`config.mk`:
```
export PLATFORM = sky130hd
export DESIGN_NAME = cdb_broadcaster_flat
export DESIGN_NICKNAME = d
export VERILOG_FILES = /design/src/rtl/cdb_broadcaster_pkg.sv /design/src/rtl/cdb_broadcaster_if.sv /design/src/rtl/cdb_broadcaster_skid_buf.sv /design/src/rtl/cdb_broadcaster.sv /design/src/flat_wrapper.sv
export SDC_FILE = /design/constraint.sdc
export NUM_CORES = 1
export LEC_CHECK = 0
export BUFFER_PORTS_ARGS = -buffer_cell sky130_fd_sc_hd__buf_2
export CAP_MARGIN = 20
export CORE_AREA = 2 2 92 94
export CTS_BUF_LIST = sky130_fd_sc_hd__clkbuf_2
export DETAILED_ROUTE_END_ITERATION = 16
export DIE_AREA = 0 0 94 96
export HOLD_SLACK_MARGIN = 0.15
export PLACE_DENSITY = 0.87
export SLEW_MARGIN = 20
export SYNTH_ARGS = -nofsm -noshare
export SYNTH_HDL_FRONTEND = slang
export SYNTH_SLANG_ARGS = --single-unit
```
`constraint.sdc`:
```
create_clock -name clk -period 1.9 [get_ports clk]
set_input_delay 0.38 -clock clk [delete_from_list [all_inputs] [get_ports clk]]
set_output_delay 0.38 -clock clk [all_outputs]
set_load 0.005 [all_outputs]
```
`src/rtl/cdb_broadcaster_pkg.sv`:
```
// Shared types and constants for the CDB broadcaster: station count, field widths,
// the broadcast entry layout and the buffer occupancy states.
package cdb_broadcaster_pkg;

    localparam int NUM_STATIONS = 8;
    localparam int SEL_W        = 4;
    localparam int TAG_W        = 4;
    localparam int DATA_W       = 16;
    localparam int IDX_W        = $clog2(NUM_STATIONS);

    typedef logic [DATA_W-1:0] lc3b_word;

    typedef struct packed {
        logic [TAG_W-1:0] tag;
        lc3b_word         data;
    } cdb_entry_t;

    typedef enum logic [1:0] {
        BUF_EMPTY = 2'd0,
        BUF_ONE   = 2'd1,
        BUF_TWO   = 2'd2
    } buf_state_e;

    function automatic logic [NUM_STATIONS-1:0] station_onehot(input logic [IDX_W-1:0] idx);
        logic [NUM_STATIONS-1:0] result;
        result      = '0;
        result[idx] = 1'b1;
        return result;
    endfunction

endpackage

```
`src/rtl/cdb_broadcaster_if.sv`:
```
// Arbitrator/consumer-facing bus of the CDB broadcaster. The master modport is the
// environment (arbitrator + ROB), the slave modport is the broadcaster itself.
interface cdb_broadcaster_if;
    import cdb_broadcaster_pkg::*;

    logic                                load;
    logic [SEL_W-1:0]                    selection;
    logic [NUM_STATIONS-1:0][TAG_W-1:0]  station_tag;
    logic [NUM_STATIONS-1:0][DATA_W-1:0] station_data;
    logic                                cdb_ready;
    logic                                cdb_valid;
    logic [TAG_W-1:0]                    cdb_tag;
    logic [DATA_W-1:0]                   cdb_data;
    logic [NUM_STATIONS-1:0]             clear;
    logic                                stall;
    logic                                overflow;

    modport master (
        output load, selection, station_tag, station_data, cdb_ready,
        input  cdb_valid, cdb_tag, cdb_data, clear, stall, overflow
    );

    modport slave (
        input  load, selection, station_tag, station_data, cdb_ready,
        output cdb_valid, cdb_tag, cdb_data, clear, stall, overflow
    );

endinterface

```
`src/rtl/cdb_broadcaster_skid_buf.sv`:
```
// Two-entry in-order buffer: the head entry drives the bus, the skid entry absorbs
// one extra grant while the head is being held by backpressure.
module cdb_skid_buf
    import cdb_broadcaster_pkg::*;
(
    input  logic       clk,
    input  logic       rst,
    input  logic       push_i,
    input  cdb_entry_t push_entry_i,
    input  logic       ready_i,
    output logic       room_o,
    output logic       valid_o,
    output logic       full_o,
    output cdb_entry_t head_o
);

    buf_state_e state_q, state_d;
    cdb_entry_t head_q, head_d;
    cdb_entry_t skid_q, skid_d;
    logic       drain_s;

    assign valid_o = (state_q != BUF_EMPTY);
    assign full_o  = (state_q == BUF_TWO);
    assign head_o  = head_q;
    assign drain_s = valid_o & ready_i;
    assign room_o  = ~(full_o & ~ready_i);

    // Occupancy and entry movement for the next cycle
    always_comb begin
        state_d = state_q;
        head_d  = head_q;
        skid_d  = skid_q;
        case (state_q)
            BUF_EMPTY: begin
                if (push_i) begin
                    head_d  = push_entry_i;
                    state_d = BUF_ONE;
                end else begin
                    state_d = BUF_EMPTY;
                end
            end
            BUF_ONE: begin
                if (push_i && drain_s) begin
                    head_d = push_entry_i;
                end else if (push_i) begin
                    skid_d  = push_entry_i;
                    state_d = BUF_TWO;
                end else if (drain_s) begin
                    state_d = BUF_EMPTY;
                end else begin
                    state_d = BUF_ONE;
                end
            end
            BUF_TWO: begin
                if (drain_s) begin
                    head_d = skid_q;
                    if (push_i) begin
                        skid_d = push_entry_i;
                    end else begin
                        state_d = BUF_ONE;
                    end
                end else begin
                    state_d = BUF_TWO;
                end
            end
            default: begin
                state_d = BUF_EMPTY;
            end
        endcase
    end

    // Buffer state and storage registers
    always_ff @(posedge clk or posedge rst) begin
        if (rst) begin
            state_q <= BUF_EMPTY;
            head_q  <= '0;
            skid_q  <= '0;
        end else begin
            state_q <= state_d;
            head_q  <= head_d;
            skid_q  <= skid_d;
        end
    end

endmodule

```
`src/rtl/cdb_broadcaster.sv`:
```
// CDB broadcaster top: station mux, range check, clear pulse, sticky overflow.
// Optional performance counters are enabled with the macro CDB_PERF_CNT_EN.
module cdb_broadcaster
    import cdb_broadcaster_pkg::*;
(
    input  logic               clk,
    input  logic               rst,
    cdb_broadcaster_if.slave   bus
`ifdef CDB_PERF_CNT_EN
    ,
    output logic [15:0]        bcast_count_o,
    output logic [15:0]        stall_count_o
`endif
);

    logic                    in_range_s;
    logic [IDX_W-1:0]        sel_idx_s;
    logic                    room_s;
    logic                    accept_s;
    logic                    drop_s;
    logic                    valid_s;
    logic                    full_s;
    cdb_entry_t              capture_s;
    cdb_entry_t              head_s;
    logic [NUM_STATIONS-1:0] clear_q, clear_d;
    logic                    overflow_q, overflow_d;

    assign in_range_s     = (bus.selection < SEL_W'(NUM_STATIONS));
    assign sel_idx_s      = bus.selection[IDX_W-1:0];
    assign accept_s       = bus.load & in_range_s & room_s;
    assign drop_s         = bus.load & ~accept_s;
    assign capture_s.tag  = bus.station_tag[sel_idx_s];
    assign capture_s.data = bus.station_data[sel_idx_s];

    cdb_skid_buf u_skid_buf (
        .clk          (clk),
        .rst          (rst),
        .push_i       (accept_s),
        .push_entry_i (capture_s),
        .ready_i      (bus.cdb_ready),
        .room_o       (room_s),
        .valid_o      (valid_s),
        .full_o       (full_s),
        .head_o       (head_s)
    );

    // Clear pulse and sticky overflow next-state
    always_comb begin
        clear_d    = '0;
        overflow_d = overflow_q | drop_s;
        if (accept_s) begin
            clear_d = station_onehot(sel_idx_s);
        end else begin
            clear_d = '0;
        end
    end

    // Clear and overflow registers
    always_ff @(posedge clk or posedge rst) begin
        if (rst) begin
            clear_q    <= '0;
            overflow_q <= 1'b0;
        end else begin
            clear_q    <= clear_d;
            overflow_q <= overflow_d;
        end
    end

    assign bus.cdb_valid = valid_s;
    assign bus.cdb_tag   = head_s.tag;
    assign bus.cdb_data  = head_s.data;
    assign bus.clear     = clear_q;
    assign bus.stall     = full_s;
    assign bus.overflow  = overflow_q;

`ifdef CDB_PERF_CNT_EN
    logic [15:0] bcast_count_q, bcast_count_d;
    logic [15:0] stall_count_q, stall_count_d;

    // Counter next-state; both wrap naturally at 16 bits
    always_comb begin
        bcast_count_d = bcast_count_q;
        stall_count_d = stall_count_q;
        if (valid_s && bus.cdb_ready) begin
            bcast_count_d = bcast_count_q + 16'd1;
        end else begin
            bcast_count_d = bcast_count_q;
        end
        if (full_s) begin
            stall_count_d = stall_count_q + 16'd1;
        end else begin
            stall_count_d = stall_count_q;
        end
    end

    // Performance counter registers
    always_ff @(posedge clk or posedge rst) begin
        if (rst) begin
            bcast_count_q <= 16'd0;
            stall_count_q <= 16'd0;
        end else begin
            bcast_count_q <= bcast_count_d;
            stall_count_q <= stall_count_d;
        end
    end

    assign bcast_count_o = bcast_count_q;
    assign stall_count_o = stall_count_q;
`endif

endmodule

```
`src/flat_wrapper.sv`:
```
// flat-port wrapper written by rule: the top's interface ports become plain ports
module cdb_broadcaster_flat import cdb_broadcaster_pkg::*;
  (clk, rst, bus_load, bus_selection, bus_station_tag, bus_station_data, bus_cdb_ready, bus_cdb_valid, bus_cdb_tag, bus_cdb_data, bus_clear, bus_stall, bus_overflow);
  cdb_broadcaster_if bus_i ();
  input  logic clk;
  input  logic rst;
  input wire logic [$bits(bus_i.load)-1:0] bus_load;
  input wire logic [$bits(bus_i.selection)-1:0] bus_selection;
  input wire logic [$bits(bus_i.station_tag)-1:0] bus_station_tag;
  input wire logic [$bits(bus_i.station_data)-1:0] bus_station_data;
  input wire logic [$bits(bus_i.cdb_ready)-1:0] bus_cdb_ready;
  output wire logic [$bits(bus_i.cdb_valid)-1:0] bus_cdb_valid;
  output wire logic [$bits(bus_i.cdb_tag)-1:0] bus_cdb_tag;
  output wire logic [$bits(bus_i.cdb_data)-1:0] bus_cdb_data;
  output wire logic [$bits(bus_i.clear)-1:0] bus_clear;
  output wire logic [$bits(bus_i.stall)-1:0] bus_stall;
  output wire logic [$bits(bus_i.overflow)-1:0] bus_overflow;
  assign bus_i.load = bus_load;
  assign bus_i.selection = bus_selection;
  assign bus_i.station_tag = bus_station_tag;
  assign bus_i.station_data = bus_station_data;
  assign bus_i.cdb_ready = bus_cdb_ready;
  assign bus_cdb_valid = bus_i.cdb_valid;
  assign bus_cdb_tag = bus_i.cdb_tag;
  assign bus_cdb_data = bus_i.cdb_data;
  assign bus_clear = bus_i.clear;
  assign bus_stall = bus_i.stall;
  assign bus_overflow = bus_i.overflow;
  cdb_broadcaster u_core (.clk(clk), .rst(rst), .bus(bus_i));
endmodule
```
---- Word level (Yosys, flattened, before mapping) ----
Cells that the tools add are included.
storage, ports and cells
  bits of input ports ..................... 168
  word-level logic and storage cells ...... 57
  output and inout bits ................... 31
  register bits after elaboration ......... 51
operators by class
  order comparisons ....................... 3
  multiplexer cells ....................... 22
  reduce and logical (&&, ||, !) cells .... 9
  bitwise operators ....................... 9
  equality and inequality tests ........... 7
operators with widths
  operator                                                                             count
  20-bit two-way mux                                                                   6
  20-bit one-hot mux with 3 select lines                                               1
  16-bit binary-select mux with 3-bit select                                           1
  20-bit one-hot mux with 2 select lines                                               1
  16-bit two-way mux                                                                   1
  4-bit binary-select mux with 3-bit select                                            1
  2-bit two-way mux                                                                    4
  8-bit two-way mux                                                                    1
  2-bit one-hot mux with 3 select lines                                                1
  1-bit AND                                                                            5
  3-bit by 4-bit < comparator with 1-bit output, second input constant                 1
  4-bit < comparator, second input constant                                            1
  4-bit two-way mux                                                                    1
  2-bit by 1-bit != test with 1-bit output, second input constant                      2
  2-bit != test, second input constant                                                 2
  4-bit AND reduction                                                                  1
  2-bit nonzero test                                                                   2
  1-bit demux with 3-bit select                                                        1
  3-bit by 1-bit greater-or-equal comparator with 1-bit output, second input constant  1
  1-bit two-way mux                                                                    3
  3-bit != test, second input constant                                                 1
  1-bit inverter                                                                       3
  3-bit AND reduction                                                                  1
  3-bit nonzero test                                                                   1
  other kinds (6)                                                                      7

---- Longest topological paths before layout ----
  depth after elaboration ................. 7
  depth in mapped cells ................... 5
  gate-level depth less buffers ........... 3

---- Modules after synthesis ----
A second synthesis with hierarchy kept.
second synthesis, totals
  cells, all modules ...................... 225
  area, all modules ....................... 3612.2 um^2
by module, submodules not included
  module           area an instance (um^2)  times used  cells an instance
  cdb_skid_buf     1955.6                   1           125
  cdb_broadcaster  1656.6                   1           100

---- Worst setup path after synthesis ----
OpenSTA, ideal clock, no wires.
  path type ............................... input port to flip-flop
  start ................................... input bus_selection[0]
  end ..................................... register u_core.u_skid_buf.skid_q[0] (netlist bit)
  data arrival time ....................... 1.634 ns
  stages on the path ...................... 5
  path slack .............................. 0.134 ns
  required time ........................... 1.767 ns
  cell sequence ........................... buf_2 > buf_2 > mux4_2 > mux2i_1 > mux2i_1
between the ends
  word-level cells in the longest chain between the ends .. 6
  elaborated cells on any way between the ends .. 12
  those cells by class .................... 1 x order compare; 1 x eq/ne; 6 x mux; 2 x bitwise; 2 x reduce/logical
ends and longest elaborated chain
  what                                                                                  RTL line                                                                                        RTL
  start, declared                                                                       flat_wrapper.sv:8                                                                               input wire logic [$bits(bus_i.selection)-1:0] bus_selection;
  4-bit < comparator                                                                    cdb_broadcaster.sv:28                                                                           assign in_range_s = (bus.selection < SEL_W'(NUM_STATIONS));
  1-bit AND (2 in a row)                                                                cdb_broadcaster.sv:30                                                                           assign accept_s = bus.load & in_range_s & room_s;
  20-bit two-way mux / 1-bit logical AND (equally long branches)                        cdb_broadcaster_skid_buf.sv:45, cdb_broadcaster_skid_buf.sv:57, cdb_broadcaster_skid_buf.sv:43
  20-bit two-way mux, or another cell as far along                                      cdb_broadcaster_skid_buf.sv:55                                                                  if (drain_s) begin
  20-bit one-hot mux with 2 select lines / 3-bit AND reduction (equally long branches)  n/a
  end signal, assigned                                                                  cdb_broadcaster_skid_buf.sv:81                                                                  skid_q <= skid_d;
  end, declared                                                                         cdb_broadcaster_skid_buf.sv:19                                                                  cdb_entry_t skid_q, skid_d;
Parallel ways exist; a longest one is shown, timed or not. The select of a mux whose other input is x is not followed.
A chain may end at the register's enable or synchronous reset.

---- Final worst setup path ----
  start ................................... register u_core.u_skid_buf.state_q[1]
  end ..................................... output bus_cdb_valid
between the ends
  word-level cells in the longest chain between the ends .. 1
ends and longest elaborated chain
  what                    RTL line                        RTL
  start, declared         cdb_broadcaster_skid_buf.sv:17  buf_state_e state_q, state_d;
  start signal, assigned  cdb_broadcaster_skid_buf.sv:79  state_q <= state_d;
  2-bit nonzero test      cdb_broadcaster_skid_buf.sv:22  assign valid_o = (state_q != BUF_EMPTY);
  end, declared           flat_wrapper.sv:12              output wire logic [$bits(bus_i.cdb_valid)-1:0] bus_cdb_valid;
Every way passes these cells.

==> results.sh <==
export IMPL_antenna_found_initial=1
export IMPL_final_cells=579
export IMPL_rrSetupSlack_ns=0.12
export IMPL_fin_crit_ns=1.80
export IMPL_vias_per_cell=5.96
export IMPL_drc=0
export IMPL_antenna_left=0
export IMPL_dieArea_um2=9020
export IMPL_grt_pass1_wl_mm=17.9
export IMPL_fmax_mhz=554
export IMPL_ys_seq_elements=51
export IMPL_r2r_end="u_core.u_skid_buf.head_o[16]"
export IMPL_start_util=0.447
export IMPL_holdPathEnd="u_core.bus.overflow"
export IMPL_dp_cells=567
export IMPL_clkTransAtPathRegs_ns=0.23
export IMPL_clk_latency_ns=0.43
export IMPL_vias=3451
export IMPL_relSlewSlack=0.448
export IMPL_ys_warn_count=0
export IMPL_crit_fanout=11
export IMPL_status="completed"
export IMPL_period_share=0.950
export IMPL_place_gp_congestion=0.866
export IMPL_dr_pass1_iters=7
export IMPL_grt_max_degree=46
export IMPL_htree_levels=2
export IMPL_cts_tree="yes"
export IMPL_worstSetupStartpointType="register"
export IMPL_cts_sinks=51
export IMPL_coreArea_um2=8050
export IMPL_r2r_start="u_core.u_skid_buf.state_q[1]"
export IMPL_ios=199
export IMPL_wirelength_mm=11.8
export IMPL_drtIter0Drc=280
export IMPL_syn_nets=450
export IMPL_worst_clock_skew_ns=0.0182
export IMPL_placed_cell_area_um2=4790
export IMPL_layout_area_overhead_vs_synth_pct=35.0
export IMPL_synth_avg_cell_area_um2=12.8
export IMPL_ff2ff_path_depth=5
export IMPL_die_w_um=94
export IMPL_cap_violations=0
export IMPL_place_hpwl_mm=9.09
export IMPL_finalInstanceArea_um2=4860
export IMPL_ir_worst_vdd_mv=0.424
export IMPL_end_kind="output pin"
export IMPL_hold_start="bus_load"
export IMPL_finalHoldViolations=0
export IMPL_netlist_area_um2=3600
export IMPL_synth_area_leaders="dfrtp_1, mux4_2, mux2i_1"
export IMPL_overflow=0
export IMPL_rows=33
export IMPL_worst_setup_path_type="register to output pin"
export IMPL_setup_viol=0
export IMPL_grt_pass1_vias=3504
export IMPL_cts_root_buffer="clkbuf_2"
export IMPL_fillers=647
export IMPL_cp_required_ns=1.52
export IMPL_synth_area_leader_cell="dfrtp_1"
export IMPL_crit_arrival_ns=1.42
export IMPL_holdPathStages=3
export IMPL_cts_made_buffers=5
export IMPL_synth_cells=282
export IMPL_grt_usage=0.258
export IMPL_slew_viol_final=0
export IMPL_die_h_um=96
export IMPL_power_leakage_nw=2.35
export IMPL_p_per_area_nw_per_um2=722
export IMPL_yosysUniqueCellTypes=32
export IMPL_wl_per_cell_um=20.4
export IMPL_drive_gt1_frac=0.611
export IMPL_synth_top_area_frac=0.354
export IMPL_io_buffers=198
export IMPL_cts_buffer_depth=2
export IMPL_hp_class="primary input to register"
export IMPL_nNetsFinal=640
export IMPL_worst_slew_pin_slew_ns=0.828
export IMPL_yosysSeqAreaShare=0.354
per-layer routing:
metal | part of all wire | wire [µm] | vias up | GRT usage
li1 | - | - | 1508 | -
met1 | 0.36 | 4320 | 1640 | 0.336
met2 | 0.50 | 5940 | 255 | 0.432
met3 | 0.089 | 1060 | 48 | 0.0446
met4 | 0.044 | 517 | 0 | 0.104
met5 | 0 | 0 | - | 0
synth_stat cells:
cell type	instances
mux4_2	40
inv_1	22
nor2b_1	2
a21oi_1	2
nor3_1	2
or3b_1	1
a22o_1	1
nand2b_1	4
nor3b_1	2
nor4bb_1	1
and3b_1	1
nand2_1	2
nand4_1	20
or3_1	1
buf_6	3
o21ai_0	1
a31o_1	1
or4bb_1	1
clkbuf_1	20
or3b_2	1
or2_2	1
nor2_1	6
o2111ai_1	20
buf_1	1
nand3b_1	1
or4b_4	1
and2_1	1
o22ai_1	1
o211ai_2	20
buf_2	10
mux2i_1	41
dfrtp_1	51
area by class of cell:
cell class / instances / area, µm² / area share
Timing Repair Buffer: 217 / 1230 / 0.252
Clock inverter: 3 / 15.0 / 0.00309
Tap cell: 105 / 131 / 0.0270
Clock buffer: 5 / 25.0 / 0.00515
Antenna cell: 1 / 2.50 / 0.000515
Sequential cell: 51 / 1280 / 0.262
Inverter: 22 / 82.6 / 0.0170
Multi-Input combinational cell: 175 / 2100 / 0.432
cells by family (layout without fill, tap and decap cells):
| family | Yosys count | count (layout) | share of synthesized area |
|---|---|---|---|
| buf+inv | 56 | 247 | 0.0681 |
| other cells | 0 | 1 | 0 |
| compound gates | 46 | 46 | 0.129 |
| mux | 81 | 81 | 0.364 |
| simple gates | 48 | 48 | 0.0848 |
| flops | 51 | 51 | 0.354 |
layout by cell type, fill, tap and decap left out, types with 2 or more instances in the layout:
master,count
buf_4,10
buf_2,198
nor3b_1,2
dfrtp_1,51
inv_1,21
mux2i_1,41
clkinv_1,2
buf_12,7
nand4_1,20
mux4_2,40
nand2b_1,4
nor3_1,2
o2111ai_1,20
o211ai_2,20
nor2_1,6
clkbuf_2,5
nand2_1,2
worst max-delay path, cell delays in order, from the launching register on:
cell and delay (ns):
dfrtp_1 0.43, buf_4 0.18, or2_2 0.27, buf_2 0.13
timing repair:
item,in CTS,in global routing
buffers inserted,0,2
hold endpoints to repair,16,0
gates resized for setup,0,2
hold buffers,1,0
setup endpoints to repair,0,5
worst max-delay path by stage:
stage,startpoint,to,slack [ns],cells past startpoint
3_5_place_dp,bus_selection[0],u_core.u_skid_buf.skid_q[15],0.008,5
5_1_grt,u_core.u_skid_buf.state_q[0],bus_cdb_valid,-0.006,3
4_1_cts,u_core.u_skid_buf.state_q[0],bus_cdb_valid,0.05,3
3_3_place_gp,bus_selection[0],u_core.u_skid_buf.skid_q[15],0.07,5
6_report,u_core.u_skid_buf.state_q[1],bus_cdb_valid,0.1,3
2_1_floorplan,bus_selection[0],u_core.u_skid_buf.skid_q[0],0.13,5
through the flow:
step / power [mW] / setup slack (ns) / hold slack [ns] / utilization / TNS [ns]
global route: 3.73 / -0.00607 / 0.208 / 0.604 / -0.00607
CTS: 3.50 / 0.0530 / 0.217 / 0.601 / 0
detailed placement: 3.09 / 0.00832 / 0.385 / 0.595 / 0
global placement: 3.01 / 0.0694 / 0.381 / 0.595 / 0
finish: 3.51 / 0.0958 / 0.235 / 0.604 / 0
floorplan: 2.47 / 0.134 / 0.459 / - / 0
state kept, by name (all words and copies together) (netlist names):
signal,count
u_core.u_skid_buf.head_o,20
u_core.u_skid_buf.skid_q,20
u_core.bus.clear,8
u_core.u_skid_buf.state_q,2
u_core.bus.overflow,1
where the power goes:
group	internal [mW]	switching (mW)
sequential	1.45	0.236
combinational	0.725	0.682
clock	0.0819	0.334
Power figures use the tool's default switching activity.
